File: src/rtl/s_chunk_loader.sv
// s_chunk_loader: packs a serial 2-bit base stream into P-base chunks (pack + hold double buffer) and returns one chunk per request
module s_chunk_loader #(
  parameter int PE_ARRAY_SIZE     = 8,
  parameter int PE_ARRAY_SIZE_LOG = 3
) (
  input  logic                         clk,
  input  logic                         rst_n,
  input  logic                         i_start,
  input  logic                         i_init,
  input  logic                         i_base_valid,
  input  logic [1:0]                   i_base,
  input  logic                         i_base_last,
  output logic                         o_base_ready,
  input  logic                         i_request_s,
  output logic [2*PE_ARRAY_SIZE-1:0]   o_s,
  output logic [PE_ARRAY_SIZE_LOG:0]   o_s_valid,
  output logic                         o_s_last,
  output logic                         o_done
);
  localparam int W = 2 * PE_ARRAY_SIZE;
  localparam int C = PE_ARRAY_SIZE_LOG + 1;
  localparam logic [C-1:0] FULL = C'(PE_ARRAY_SIZE);
  localparam logic [C-1:0] FULL_M1 = C'(PE_ARRAY_SIZE - 1);
  typedef enum logic [1:0] {IDLE, LOAD, DRAIN, DONE} state_t;
  state_t         r_state;
  logic [W-1:0]   r_pack, r_hold, r_s;
  logic [C-1:0]   r_pack_cnt, r_hold_cnt, r_s_valid;
  logic           r_pack_closed, r_pack_last, r_hold_full, r_hold_last;
  logic           r_pend, r_s_last, r_done;
  logic           w_active, w_ready, w_accept, w_deliver, w_xfer;
  logic [W-1:0]   w_slot;
  assign w_active  = (r_state == LOAD) || (r_state == DRAIN);
  assign w_ready   = (r_state == LOAD) && (r_pack_cnt < FULL) && !r_pack_closed;
  assign w_accept  = w_ready && i_base_valid;
  // a request arriving this cycle is served immediately when the hold is full
  assign w_deliver = w_active && (r_pend || i_request_s) && r_hold_full;
  assign w_xfer    = (r_state == LOAD) && r_pack_closed && (!r_hold_full || w_deliver);
  assign w_slot    = {i_base, {(W-2){1'b0}}} >> {r_pack_cnt, 1'b0};
  assign o_base_ready = w_ready;
  assign o_s       = r_s;
  assign o_s_valid = r_s_valid;
  assign o_s_last  = r_s_last;
  assign o_done    = r_done;
  always_ff @(posedge clk or negedge rst_n)
    if (!rst_n) begin
      r_state       <= IDLE;
      r_pack        <= '0;
      r_pack_cnt    <= '0;
      r_pack_closed <= 1'b0;
      r_pack_last   <= 1'b0;
      r_hold        <= '0;
      r_hold_cnt    <= '0;
      r_hold_full   <= 1'b0;
      r_hold_last   <= 1'b0;
      r_pend        <= 1'b0;
      r_s           <= '0;
      r_s_valid     <= '0;
      r_s_last      <= 1'b0;
      r_done        <= 1'b0;
    end else if (i_init) begin
      r_state       <= IDLE;
      r_pack        <= '0;
      r_pack_cnt    <= '0;
      r_pack_closed <= 1'b0;
      r_pack_last   <= 1'b0;
      r_hold        <= '0;
      r_hold_cnt    <= '0;
      r_hold_full   <= 1'b0;
      r_hold_last   <= 1'b0;
      r_pend        <= 1'b0;
      r_s           <= '0;
      r_s_valid     <= '0;
      r_s_last      <= 1'b0;
      r_done        <= 1'b0;
    end else begin
      r_s_valid <= w_deliver ? r_hold_cnt : '0;
      r_s_last  <= w_deliver && r_hold_last;
      if (w_deliver) r_s <= r_hold;
      r_pend <= w_active && (w_deliver ? (r_pend && i_request_s) : (r_pend || i_request_s));
      if (w_xfer) begin
        r_hold        <= r_pack;
        r_hold_cnt    <= r_pack_cnt;
        r_hold_last   <= r_pack_last;
        r_hold_full   <= 1'b1;
        r_pack        <= '0;
        r_pack_cnt    <= '0;
        r_pack_closed <= 1'b0;
        r_pack_last   <= 1'b0;
      end else begin
        if (w_deliver) r_hold_full <= 1'b0;
        if (w_accept) begin
          r_pack        <= r_pack | w_slot;
          r_pack_cnt    <= r_pack_cnt + C'(1);
          r_pack_closed <= (r_pack_cnt == FULL_M1) || i_base_last;
          r_pack_last   <= i_base_last;
        end
      end
      if ((r_state == IDLE || r_state == DONE) && i_start) begin
        r_state       <= LOAD;
        r_done        <= 1'b0;
        r_pack        <= '0;
        r_pack_cnt    <= '0;
        r_pack_closed <= 1'b0;
        r_pack_last   <= 1'b0;
        r_hold_full   <= 1'b0;
        r_hold_last   <= 1'b0;
        r_pend        <= 1'b0;
      end else if (w_xfer && r_pack_last) begin
        r_state <= DRAIN;
      end else if (r_state == DRAIN && w_deliver && r_hold_last) begin
        r_state <= DONE;
        r_done  <= 1'b1;
      end
    end
endmodule

File: config.mk
export PLATFORM = sky130hd
export DESIGN_NAME = s_chunk_loader
export DESIGN_NICKNAME = d
export VERILOG_FILES = /design/src/rtl/s_chunk_loader.sv
export SDC_FILE = /design/constraint.sdc
export NUM_CORES = 1
export LEC_CHECK = 0
export BUFFER_PORTS_ARGS = -buffer_cell sky130_fd_sc_hd__buf_2
export CAP_MARGIN = 20
export CORE_AREA = 2 2 118 120
export CTS_CLUSTER_DIAMETER = 80
export DETAILED_ROUTE_END_ITERATION = 8
export DIE_AREA = 0 0 120 122
export GPL_ROUTABILITY_DRIVEN = 0
export GPL_TIMING_DRIVEN = 0
export RECOVER_POWER = 25
export SKIP_CTS_REPAIR_TIMING = 1
export SYNTH_ARGS = -nofsm -noshare
export SYNTH_HDL_FRONTEND = slang
export SYNTH_SLANG_ARGS = --single-unit
File: constraint.sdc
create_clock -name clk -period 1.95 [get_ports clk]
set_input_delay 0.2925 -clock clk [delete_from_list [all_inputs] [get_ports clk]]
set_output_delay 0.2925 -clock clk [all_outputs]
set_load 0.1 [all_outputs]
==> reports/results.md, run 1 <==
| Parameter | This run | Unit |
| --- | --- | --- |
| Clock network latency to the later pin of the worst-skew pair | 330 | ps |
| Transition time at the pin with the least slew margin | 1700 | ps |
| CP Capture Type | output port | - |
| Class of the tightest hold or removal check | primary input to flop | - |
| Worst-case clock buffer depth | 2 | - |
| Commonest non-fill, non-tap cell in the layout | dfrtp_1 | - |
| Distinct cells, synth | 36 | - |
| Die width | 120 | µm |
| Routed len/inst | 14.3 | µm |
| Ant diodes | 0 | - |
| Number of port buffers | 30 | - |
| Commonest cells after routing, fill and taps aside | dfrtp_1 (69), a21oi_1 (44), buf_2 (39) | - |
| Proportion of total power due to net switching | 22.2 | % |
| CTS tree | yes | - |
| Worst Clk Skew | 4.92 | ps |
| Number of antenna violations at the first check in global routing | 0 | - |
| Final period demand of the worst path | 1850 | ps |
| Largest net degree at the start of global routing | 70 | - |
| Average via count per standard cell | 4.73 | - |
| Netlist area before placement | 3130 | µm² |
| Starting density of the core | 23.2 | % |
| Post-synthesis sequential element count | 69 | - |
| Total I/O pin count | 32 | - |
| Detailed Route Iter0 Violations | 174 | - |
| Layout cell share with drive strength beyond 1 | 20.7 | % |
| Status | finished with violations | - |
| Full die area | 14600 | µm² |
| Final wirelength | 7.55 | mm |
| Maximum ir drop on the vdd rail | 359 | µV |
| Headroom to the max-slew limit | -13.2 | % |
| Total CTS buffers | 9 | - |
| Clock Root Buffer | clkbuf_16 | - |
| # placed instances | 512 | - |
| First-pass GRT wire length | 12.8 | mm |
| Area post-placement | 3520 | µm² |
| Total setup violations reported at the end of the flow | 0 | - |
| Drt drc | 0 | - |
| Setup TNS | 0 | ps |
| Number of global-route vias before repair | 2486 | - |
| Warning count from the yosys run | 0 | - |
| Post-DRT Antenna Nets | 0 | - |
| Leakage power of the design | 1.62 | nW |
| Fin area | 3820 | µm² |
| NumNets Final | 355 | - |
| Filler cell count | 1437 | - |
| DIE HEIGHT | 122 | µm |
| Number of standard-cell rows in the floorplan | 43 | - |
| Depth of the CTS H-tree | 3 | - |
| Fin Hold WS | 238 | ps |
| Total count of hold-check failures in the final report | 0 | - |
| Setup repair after global routing missed its margin | no | - |
| Clock-pin slew reported for the worst setup and hold paths after clock tree synthesis | 60 | ps |
| Arrival time at the worst endpoint | 1550 | ps |
| Synthesized instance count | 302 | - |
| Type of element launching the critical path | flop | - |
| Area inside the core boundary | 13500 | µm² |
| Total power divided by cell area | 843 | nW/µm² |
| Synthesized area per cell | 10.4 | µm² |
| Critical path fanouts, max | 7 | - |
| Crit Path Class | flop to output port | - |
| WP data required | 1660 | ps |
| Sequential group share of total power | 44.9 | % |
| Achievable clock frequency | 0.541 | GHz |
| Share of the cycle needed by the critical path after routing | 94.7 | % |
| Net switching power figure | 0.715 | mW |
| Net count after synthesis | 314 | - |
| Power Internal | 2.50 | mW |
| Max-slew violation count | 70 | - |
| Synth-to-Final Area Change | 22.0 | % |
| Gr ovfl total | 0 | - |
| Gate power share | 5.6 | % |
| Total vias in the final route | 2498 | - |
| Max-cap violation count | 1 | - |
| Sequential element share of the synthesized area | 55.2 | % |
| Violated checks | capacitance limit, slew limit | - |
| Number of standard cells in the layout, taps in and fillers out | 528 | - |
| Number of clock sinks | 69 | - |
| Clock network power share | 49.4 | % |
| Number of optimization iterations in the first detailed-route pass | 4 | - |
| Post-Place Worst Slack | 119 | ps |
| Post-DP HPWL | 5.42 | mm |
| Combined global-route utilization of all metal layers | 11.1 | % |
| Final worst setup slack | 103 | ps |
## synth_stat cells
library cell / count / share of area, %
a21oi_1: 44 / 7.0
and4bb_2: 1 / 0.40
and2_1: 3 / 0.60
xnor2_1: 1 / 0.28
nand4_2: 1 / 0.40
nor2_1: 23 / 2.8
o21ai_0: 18 / 2.9
o31ai_1: 22 / 5.3
nor4_1: 1 / 0.20
o211ai_1: 20 / 4.8
a211oi_1: 1 / 0.24
and3_1: 1 / 0.20
dfrtp_1: 69 / 55
a221oi_2: 1 / 0.48
nand3_1: 16 / 2.6
nor2b_1: 3 / 0.60
ha_1: 3 / 1.2
o31ai_4: 1 / 0.68
nand2b_1: 1 / 0.20
and4b_1: 2 / 0.64
buf_4: 5 / 1.2
o21ba_2: 1 / 0.32
inv_1: 4 / 0.48
nor3b_1: 7 / 1.7
a21boi_1: 1 / 0.24
a31oi_1: 16 / 3.2
and3b_1: 1 / 0.28
clkbuf_1: 10 / 1.2
maj3_1: 1 / 0.32
buf_1: 4 / 0.48
clkbuf_2: 1 / 0.16
nor3b_4: 1 / 0.60
buf_2: 11 / 1.8
mux2i_1: 2 / 0.64
nand2_1: 4 / 0.48
o21bai_2: 1 / 0.36
## path summary, 6_finish.rpt
path / cells after the start / slack (ps) / from / to
setup / recovery: 4 / 100 / r_state[1] / o_base_ready
hold / removal: 3 / 240 / i_base_last / r_pack_last
setup reg to reg: 7 / 150 / r_state[0] / o_s[11]
hold reg to reg: 2 / 500 / o_done / o_done
max in group asynchronous: 1 / 520 / rst_n / o_s[2]
min in group asynchronous: 1 / 380 / rst_n / o_s_last
## per-layer routing
layer | up-vias | track usage, % | part of all wire, %
met5 | - | 0 | 0
met4 | 0 | 3.53 | 1.4
met3 | 9 | 3.18 | 3.9
met2 | 40 | 18.8 | 50
met1 | 1242 | 13.7 | 44
li1 | 1207 | - | -
## registers in the layout (all words and copies together), names as in the netlist
name	flops
o_s	16
r_hold	16
r_pack	16
o_s_valid	4
r_hold_cnt	4
r_pack_cnt	4
r_state	2
o_done	1
o_s_last	1
r_hold_full	1
r_hold_last	1
r_pack_closed	1
r_pack_last	1
r_pend	1
## kinds of logic (layout without fill, tap and decap cells)
kind of cell	after synthesis	after routing	share of synthesized area, %
flops	69	69	55.2
xor+xnor	1	1	0.280
buf+inv	35	81	5.28
compound gates	126	126	25.5
mux	2	2	0.640
simple gates	65	65	11.6
fa+ha+maj	4	4	1.52
## power by group through the flow
stage / combinational [mW] / clock (mW) / sequential, mW
floorplan: 0.110 / 0 / 1.47
global placement: 0.177 / 0 / 1.47
detailed placement: 0.180 / 0 / 1.47
CTS: 0.181 / 1.62 / 1.45
global route: 0.203 / 1.68 / 1.45
finish: 0.182 / 1.59 / 1.45
## through the flow
step                total power, mW  util, %
floorplan                      1.58        -
global placement               1.65     26.0
detailed placement             1.65     26.1
CTS                            3.25     28.2
global route                   3.33     28.3
finish                         3.22     28.3
## critical path, cell delays in order (launching register included)
cell and delay, ps:
dfrtp_1 380, inv_1 80, ha_1 290, nor3b_4 230, buf_6 240
## cell type report
type | instances | area (µm²) | share of cell area, %
flip-flops and latches | 69 | 1730 | 45.2
clock buffers | 11 | 243 | 6.36
repair buffers | 30 | 156 | 4.10
plain buffers | 31 | 153 | 4.00
clock inverters | 5 | 50.0 | 1.31
well taps | 180 | 225 | 5.90
multi-input cells | 198 | 1250 | 32.7
inverters | 4 | 15.0 | 0.393
No activity file was read; power rests on OpenSTA's default activity.
==> run 2, diff against run 1 <==
--- a/config.mk
+++ b/config.mk
@@ -13,7 +13,6 @@
 export DIE_AREA = 0 0 120 122
 export GPL_ROUTABILITY_DRIVEN = 0
 export GPL_TIMING_DRIVEN = 0
-export RECOVER_POWER = 25
 export SKIP_CTS_REPAIR_TIMING = 1
 export SYNTH_ARGS = -nofsm -noshare
 export SYNTH_HDL_FRONTEND = slang
==> run 2 against run 1 <==
Compared with the run above:
- the run now ends clean
- flip-flop and latch count unchanged
- total power about the same
- die area unchanged
- critical path depth unchanged
- first-iteration DRC count unchanged
- sequential share of layout area about the same
- worst hold slack got worse by 180 ps
- critical path type unchanged
- critical endpoint unchanged
- largest cell class unchanged
- highest routed layer unchanged
==> reports/results.md, run 2 (synthesized netlist as in run 1, its figures left out) <==
| Parameter | This run | Unit |
| --- | --- | --- |
| Met1 GRT Util | 13.7 | % |
| Internal reg-to-reg setup slack | 150 | ps |
| WP data required | 1660 | ps |
| Depth of the CTS H-tree | 3 | - |
| Final design utilization | 28.3 | % |
| Synth-to-Final Area Change | 22.1 | % |
| Drt drc | 0 | - |
| Worst-case clock buffer depth | 2 | - |
| Max-slew violation count | 0 | - |
| Die width | 120 | µm |
| Start of the worst register-to-register path | r_state[0] | - |
| Sequential standard cell area | 1730 | µm² |
| # placed instances | 512 | - |
| NumNets Final | 355 | - |
| Area inside the core boundary | 13500 | µm² |
| Final wirelength | 7.57 | mm |
| Status | complete, no violations | - |
| Critical path fanouts, max | 7 | - |
| Headroom to the max-slew limit | 42.3 | % |
| Total I/O pin count | 32 | - |
| Arrival time at the worst endpoint | 1560 | ps |
| Number of antenna violations at the first check in global routing | 0 | - |
| Post-DRT Antenna Nets | 0 | - |
| Total setup violations reported at the end of the flow | 0 | - |
| Combined global-route utilization of all metal layers | 11.1 | % |
| Endpoint of the lowest-slack register-to-register path | o_s[11] | - |
| Max-cap violation count | 0 | - |
| Full die area | 14600 | µm² |
| Maximum ir drop on the vdd rail | 359 | µV |
| Clock Root Buffer | clkbuf_16 | - |
| Number of clock sinks | 69 | - |
| Crit Path Class | flop to output port | - |
| Number of optimization iterations in the first detailed-route pass | 4 | - |
| Total count of hold-check failures in the final report | 0 | - |
| Gr ovfl total | 0 | - |
| Worst Clk Skew | 5.11 | ps |
| Layout cell share with drive strength beyond 1 | 20.7 | % |
| CP Capture Type | output port | - |
| Worst stage delay on the critical path | 380 | ps |
| Final period demand of the worst path | 1850 | ps |
| Setup repair after global routing missed its margin | no | - |
| Number of standard cells in the layout, taps in and fillers out | 528 | - |
| Share of the cycle needed by the critical path after routing | 94.8 | % |
| Number of port buffers | 30 | - |
| Type of element launching the critical path | flop | - |
| Total vias in the final route | 2501 | - |
| Achievable clock frequency | 0.541 | GHz |
| Total CTS buffers | 9 | - |
| Number of standard-cell rows in the floorplan | 43 | - |
| First-pass GRT wire length | 12.8 | mm |
| Leakage power of the design | 1.62 | nW |
| Footprint of the multi-input gates | 1250 | µm² |
| Critical Path Start | r_state[1] | - |
| Global routing met3 resource utilization | 3.18 | % |
| Filler cell count | 1436 | - |
| Fin Hold WS | 56.5 | ps |
| Ant diodes | 0 | - |
| Crit path max-delay cell type | dfrtp_1 | - |
| Clock-pin slew reported for the worst setup and hold paths after clock tree synthesis | 60 | ps |
| Routed len/inst | 14.3 | µm |
| Total power divided by cell area | 843 | nW/µm² |
| Detailed Route Iter0 Violations | 174 | - |
| Commonest cells after routing, fill and taps aside | dfrtp_1 (69), a21oi_1 (44), buf_2 (39) | - |
| Cells along the critical path | inv_1 -> ha_1 -> nor3b_4 -> buf_6 | - |
| Transition time at the pin with the least slew margin | 866 | ps |
| Largest net degree at the start of global routing | 70 | - |
| Clock network latency to the later pin of the worst-skew pair | 330 | ps |
| Starting density of the core | 23.2 | % |
| DIE HEIGHT | 122 | µm |
| CTS tree | yes | - |
| Class of the tightest hold or removal check | primary input to asynchronous set/reset pin | - |
| Global route hottest layer | met2 | - |
| Grt met2 use | 18.8 | % |
| Setup TNS | 0 | ps |
| Post-DP HPWL | 5.42 | mm |
| Average via count per standard cell | 4.74 | - |
| Commonest non-fill, non-tap cell in the layout | dfrtp_1 | - |
| Number of cells on the worst reg-to-reg path | 7 | - |
| Number of global-route vias before repair | 2486 | - |
run 2: metal layers:
layer	vias to the layer above	part of all wire, %
met5	-	0
met4	0	1.4
met3	9	3.7
met2	36	50
met1	1250	45
li1	1206	-
run 2: final cells by class:
| type | instances | share of cell area, % |
|---|---|---|
| inverters | 4 | 0.393 |
| clock buffers | 11 | 6.35 |
| clock inverters | 5 | 1.31 |
| flip-flops and latches | 69 | 45.2 |
| plain buffers | 31 | 4.00 |
| multi-input cells | 198 | 32.7 |
| repair buffers | 30 | 4.16 |
| well taps | 180 | 5.90 |
run 2: report_power, final:
group / internal [mW] / switching (mW) / total, mW
Sequential: 1.44 / 0.00681 / 1.45
Clock: 1.01 / 0.577 / 1.59
Combinational: 0.0499 / 0.133 / 0.182
run 2: worst max-delay path by stage:
stage          depth (start not counted)           end  slack (ps)
3_3_place_gp                           6       o_s[10]         180
2_1_floorplan                          3  o_base_ready         160
6_report                               4  o_base_ready         100
4_1_cts                                4  o_base_ready        -100
5_1_grt                                6       o_s[11]           5
3_5_place_dp                           6       o_s[11]         120
run 2: metrics by stage:
step | setup WS, ps | total power, mW | cell area (µm²)
after floorplan | 164 | 1.58 | 3140
after global placement | 175 | 1.65 | 3520
after detailed placement | 119 | 1.65 | 3520
after CTS | -100 | 3.25 | 3810
after global routing | 5.04 | 3.33 | 3820
final | 102 | 3.22 | 3820
run 2: worst max-delay path: cells and delay by family, from the launching register on:
kind	cells	cell delay (ps)
flip-flops	1	380
AND/OR/NAND/NOR	1	230
adder cells (fa/ha/maj)	1	290
buffers and inverters	2	320
